--- src/rtl/fish_renderer.sv ---
// Fish sprite addressing and colour stage: maps display counters to sprite ROM row/col,
// realigns the ROM colour with the pixel stream, keys transparency and applies frame-end updates.
module fish_renderer #(
    parameter int unsigned SCALE_LOG2  = 1,
    parameter logic [9:0]  H_LAST      = 10'd799,
    parameter logic [9:0]  V_LAST      = 10'd524,
    parameter logic [9:0]  INIT_X      = 10'd300,
    parameter logic [9:0]  INIT_Y      = 10'd200,
    parameter logic [11:0] TRANSPARENT = 12'h000
) (
    input  logic        clk_i,
    input  logic        rst_i,
    input  logic        bright_i,
    input  logic [9:0]  hcount_i,
    input  logic [9:0]  vcount_i,
    input  logic [11:0] bg_rgb_i,
    input  logic        pos_wr_i,
    input  logic [9:0]  new_x_i,
    input  logic [9:0]  new_y_i,
    input  logic        new_flip_i,
    input  logic [11:0] color_data_i,
    output logic [2:0]  row_o,
    output logic [3:0]  col_o,
    output logic [11:0] rgb_o,
    output logic        frame_tick_o,
    output logic        pending_o
);

    localparam logic [10:0] BoxW = 11'(15 << SCALE_LOG2);
    localparam logic [10:0] BoxH = 11'(8 << SCALE_LOG2);

    logic [9:0]  act_x_q, act_x_d, act_y_q, act_y_d, pend_x_q, pend_x_d, pend_y_q, pend_y_d;
    logic        act_flip_q, act_flip_d, pend_flip_q, pend_flip_d, pending_q, pending_d;
    logic        frame_tick_q, frame_end;
    logic [2:0]  row_q, row_d;
    logic [3:0]  col_q, col_d, col_raw;
    logic        in_box_q, in_box_q2, in_box, bright_q, bright_q2;
    logic [11:0] bg_q, bg_q2, rgb_q, rgb_d;
    logic [10:0] h_ext, v_ext, ax_ext, ay_ext, dx, dy;

    assign frame_end = (hcount_i == H_LAST) && (vcount_i == V_LAST);

    // 11-bit compare keeps a box near the right/bottom edge from wrapping to column 0
    always_comb begin
        h_ext   = {1'b0, hcount_i};
        v_ext   = {1'b0, vcount_i};
        ax_ext  = {1'b0, act_x_q};
        ay_ext  = {1'b0, act_y_q};
        dx      = h_ext - ax_ext;
        dy      = v_ext - ay_ext;
        in_box  = (h_ext >= ax_ext) && (h_ext < ax_ext + BoxW) &&
                  (v_ext >= ay_ext) && (v_ext < ay_ext + BoxH);
        col_raw = 4'(dx >> SCALE_LOG2);
        row_d   = 3'd0;
        col_d   = 4'd0;
        if (in_box) begin
            row_d = 3'(dy >> SCALE_LOG2);
            col_d = act_flip_q ? 4'd14 - col_raw : col_raw;
        end
    end

    always_comb begin
        act_x_d     = act_x_q;
        act_y_d     = act_y_q;
        act_flip_d  = act_flip_q;
        pend_x_d    = pend_x_q;
        pend_y_d    = pend_y_q;
        pend_flip_d = pend_flip_q;
        pending_d   = pending_q;
        if (frame_end) begin
            pending_d = 1'b0;
            if (pos_wr_i) begin
                act_x_d    = new_x_i;
                act_y_d    = new_y_i;
                act_flip_d = new_flip_i;
            end else if (pending_q) begin
                act_x_d    = pend_x_q;
                act_y_d    = pend_y_q;
                act_flip_d = pend_flip_q;
            end
        end else if (pos_wr_i) begin
            pend_x_d    = new_x_i;
            pend_y_d    = new_y_i;
            pend_flip_d = new_flip_i;
            pending_d   = 1'b1;
        end
    end

    // color_data_i lines up with the second delay stage
    always_comb begin
        rgb_d = bg_q2;
        if (!bright_q2) begin
            rgb_d = 12'h000;
        end else if (in_box_q2 && (color_data_i != TRANSPARENT)) begin
            rgb_d = color_data_i;
        end
    end

    always_ff @(posedge clk_i or posedge rst_i) begin
        if (rst_i) begin
            act_x_q      <= INIT_X;
            act_y_q      <= INIT_Y;
            act_flip_q   <= 1'b0;
            pend_x_q     <= 10'd0;
            pend_y_q     <= 10'd0;
            pend_flip_q  <= 1'b0;
            pending_q    <= 1'b0;
            frame_tick_q <= 1'b0;
            row_q        <= 3'd0;
            col_q        <= 4'd0;
            in_box_q     <= 1'b0;
            in_box_q2    <= 1'b0;
            bright_q     <= 1'b0;
            bright_q2    <= 1'b0;
            bg_q         <= 12'h000;
            bg_q2        <= 12'h000;
            rgb_q        <= 12'h000;
        end else begin
            act_x_q      <= act_x_d;
            act_y_q      <= act_y_d;
            act_flip_q   <= act_flip_d;
            pend_x_q     <= pend_x_d;
            pend_y_q     <= pend_y_d;
            pend_flip_q  <= pend_flip_d;
            pending_q    <= pending_d;
            frame_tick_q <= frame_end;
            row_q        <= row_d;
            col_q        <= col_d;
            in_box_q     <= in_box;
            in_box_q2    <= in_box_q;
            bright_q     <= bright_i;
            bright_q2    <= bright_q;
            bg_q         <= bg_rgb_i;
            bg_q2        <= bg_q;
            rgb_q        <= rgb_d;
        end
    end

    assign row_o        = row_q;
    assign col_o        = col_q;
    assign rgb_o        = rgb_q;
    assign frame_tick_o = frame_tick_q;
    assign pending_o    = pending_q;

endmodule

--- config.mk ---
export PLATFORM = sky130hd
export DESIGN_NAME = fish_renderer
export DESIGN_NICKNAME = d
export VERILOG_FILES = /design/src/rtl/fish_renderer.sv
export SDC_FILE = /design/constraint.sdc
export NUM_CORES = 1
export LEC_CHECK = 0
export ABC_CLOCK_PERIOD_IN_PS = 3900
export BUFFER_PORTS_ARGS = -buffer_cell sky130_fd_sc_hd__buf_4
export CAP_MARGIN = 20
export CORE_MARGIN = 5
export CORE_UTILIZATION = 32
export DETAILED_ROUTE_END_ITERATION = 8
export PLACE_DENSITY = 0.57
export SKIP_CTS_REPAIR_TIMING = 1
export SLEW_MARGIN = 40
export SYNTH_ARGS = -nofsm -noshare
export SYNTH_HDL_FRONTEND = slang
export SYNTH_SLANG_ARGS = --single-unit
--- constraint.sdc ---
create_clock -name clk_i -period 3.9 [get_ports clk_i]
set_clock_uncertainty 0.2 [all_clocks]
set_input_delay 0.39 -clock clk_i [delete_from_list [all_inputs] [get_ports clk_i]]
set_output_delay 0.39 -clock clk_i [all_outputs]
set_load 0.005 [all_outputs]
==> flow_summary.ini <==
[power_and_ir_drop]
vdd_drop_max_mv = 0.222
cellPowerDensity_nw_per_um2 = 369
finalPower_mw = 2.16
p_leak_nw = 2.69

[floorplanning]
start_util = 0.326
fp-row-count = 43
die_width_um = 129
ios = 90
die_h_um = 129
die_area_um2 = 16600
fp.coreArea_um2 = 13900

[worst_setup_path]
cp-end-kind = register
worst-path-buf-inv = 1
crit_type = reg2reg
crit_family = compound AO/OA/AOI/OAI gates
cp_max_fo = 6
critical_path.cell_chain = inv_1 > ha_1 > and3_1 > nor3_1 > xnor2_1 > ha_1 > a21o_1 > a21oi_1 > o22ai_1 > a221oi_2 > nand3_2 > a211oi_2
ff2ff_path_depth = 12
cpMaxStageDelayCell = dfstp_2
crit_top_cell = ha_1
r2r_start = act_x_q[2]$_DFFE_PP1P_
worstPathArrival_ns = 2.95
r2r_slack_ns = 1.0
critPathLaunchType = register
required_ns = 3.95
timing.rr.end = col_o[1]$_DFF_PP0_
cpPeakStageDelay_ns = 0.55

[sta]
hold_viol = 0
rsz0062_at_grt = no
fin_setup_tns_ns = 0
fin_ws_ns = 1.00
fmax_mhz = 345
period_minus_slack_ns = 2.90
slew_headroom = 0.594
post-route-period-util = 0.744
tightest_slew_ns = 0.610
slew_viol_final = 0
final-setup-viol-count = 0

[logic_synthesis]
synthTopCellsByCount = dfrtp_1 (84), ha_1 (38), nor2_1 (32)
seq_area_frac_synth = 0.505
ys_async_sr_fraction = 1.00
syn_inst = 403
ys_seq_elements = 91
synth_area_leader_cell = dfrtp_1
synth_area_per_cell_um2 = 11.2
syn-cell-area_um2 = 4530
synth_top_area_share = 0.464
synth_most_common_cell = dfrtp_1
yosysWarnings = 0
synth_edf_count = 0
ys_types = 53
syn_nets = 512
synthTopCellsByArea = dfrtp_1 (46%), ha_1 (11%), mux2i_1 (5.1%)
synthFlopType = dfrtp_1

[outcome]
outcome = finished, final reports clean

[clocking]
clk_pin_slew_worst_paths_ns = 0.07
cts_tree = built
cts.path.max_buffers = 2
cts-root-buf = clkbuf_16
cts_buffers = 9
insertion_delay_ns = 0.34
cts-htree-levels = 3
clock_sinks = 91

[grt]
grt_max_degree = 50
grt_pass1_wl_mm = 16.6
grt_use_total = 0.127
antenna_found_initial = 0
grt_pass1_vias = 3235
globalRoute.totalOverflow = 0

[detailed_routing]
detail_route.first_pass.iterations = 4
num_vias = 3185
vias_per_cell = 4.59
drc = 0
drt-total-wl_mm = 10.2
detail-route-antenna-nets = 0
wl_per_cell_um = 14.7
first_iter_violations = 151

[worst_hold_path]
holdPathStages = 2
hold_path.startpoint = new_x_i[9]
hp-class = in2reg
worst_hold_path.endpoint = pend_x_q[9]$_DFFE_PP0P_

[place]
portBuffers = 89
place_ws_ns = 1.01
gp_congestion = 0.878
dpl_cell_area_um2 = 5390
post-place-cells = 664
hpwl_mm = 8.10

[finish]
final_cells = 694
antenna_cells = 0
finalNetCount = 618
final_area_um2 = 5840
layout-drive-gt1-share = 0.247
area_growth_syn_to_layout_pct = 29.1

[run]
cap_violations = 0
## cells by family (layout without fill, tap and decap cells)
family,count (synthesis),after routing,share of synthesized area
and+or+nand+nor,102,102,0.109
DFF,91,91,0.505
AOI/OAI and AO/OA,73,73,0.106
muxes,44,44,0.103
adders and majority gates,40,40,0.114
buffers and inverters,39,150,0.0357
xor gates and xnor gates,14,14,0.0271
## routing by layer
layer,GRT usage,up-vias,routed length (µm)
met5,0,-,0
met4,0.0531,0,242
met3,0.0328,14,452
met2,0.186,55,4570
met1,0.179,1496,4960
li1,-,1620,-
## state kept, by name, indices dropped and copies added, names as in the netlist
register,flops
act_flip_q,1
act_x_q,10
act_y_q,10
bg_q,12
bg_q2,12
bright_q,1
bright_q2,1
col_o,4
frame_tick_o,1
in_box_q,1
in_box_q2,1
pend_flip_q,1
pend_x_q,10
pend_y_q,10
pending_o,1
rgb_o,12
row_o,3
## report_power, final
group          switching [mW]  total [mW]  internal [mW]
logic                   0.112       0.239          0.128
registers              0.0182        1.01          0.988
clock network           0.398       0.912          0.514
## worst register-to-register path: stages, from the launching register on
cell and delay [ns]:
dfstp_2 0.55, inv_1 0.08, ha_1 0.21, and3_1 0.22
nor3_1 0.19, xnor2_1 0.10, ha_1 0.19, a21o_1 0.15
a21oi_1 0.13, o22ai_1 0.10, a221oi_2 0.21, nand3_2 0.21
a211oi_2 0.27
## cell usage in the layout (no fill, tap or decap), types with 3 or more instances in the layout
cell           synthesis  final
clkbuf_16              0      9
o21ai_0                5      5
xnor2_1               12     12
nand2_1               29     29
a21oi_1               31     31
ha_1                  38     38
nand4_1                6      6
o21a_1                 3      3
inv_1                 26     25
nor2_1                32     32
dfrtp_1               84     84
dfstp_2                7      7
nor4_1                 6      6
a21boi_0              10     10
mux2i_1               23     23
a21o_1                 4      4
mux2_1                20     20
dlygate4sd3_1          0     14
inv_6                  0      3
nand3_1                6      6
nor2b_1                7      7
nor3_1                 3      3
buf_4                  2     93
## how the worst max path moves through the flow
stage | end | cells after the start | start
floorplan | act_flip_q$_DFFE_PP0P_ | 1 | rst_i
global placement | col_o[1]$_DFF_PP0_ | 12 | act_x_q[2]$_DFFE_PP1P_
detailed placement | col_o[1]$_DFF_PP0_ | 12 | act_x_q[2]$_DFFE_PP1P_
CTS | col_o[1]$_DFF_PP0_ | 12 | act_x_q[2]$_DFFE_PP1P_
global route | col_o[1]$_DFF_PP0_ | 10 | act_x_q[1]$_DFFE_PP0P_
finish | col_o[1]$_DFF_PP0_ | 12 | act_x_q[2]$_DFFE_PP1P_
## through the flow
stage,hold WS (ns),utilization
2_1_floorplan,0.131,-
3_3_place_gp,0.132,0.388
3_5_place_dp,0.135,0.388
4_1_cts,-0.0663,0.411
5_1_grt,0.0639,0.421
6_report,0.0702,0.421
## area by class of cell
| class | instances | area (µm²) |
|---|---|---|
| clock buffers | 9 | 225 |
| clock inverters | 7 | 87.6 |
| fillers | 1327 | 8040 |
| inverters | 27 | 104 |
| multi-input cells | 273 | 2080 |
| flip-flops and latches | 91 | 2290 |
| well taps | 180 | 225 |
| repair buffers | 107 | 838 |
(Power assumes the default switching activity.)
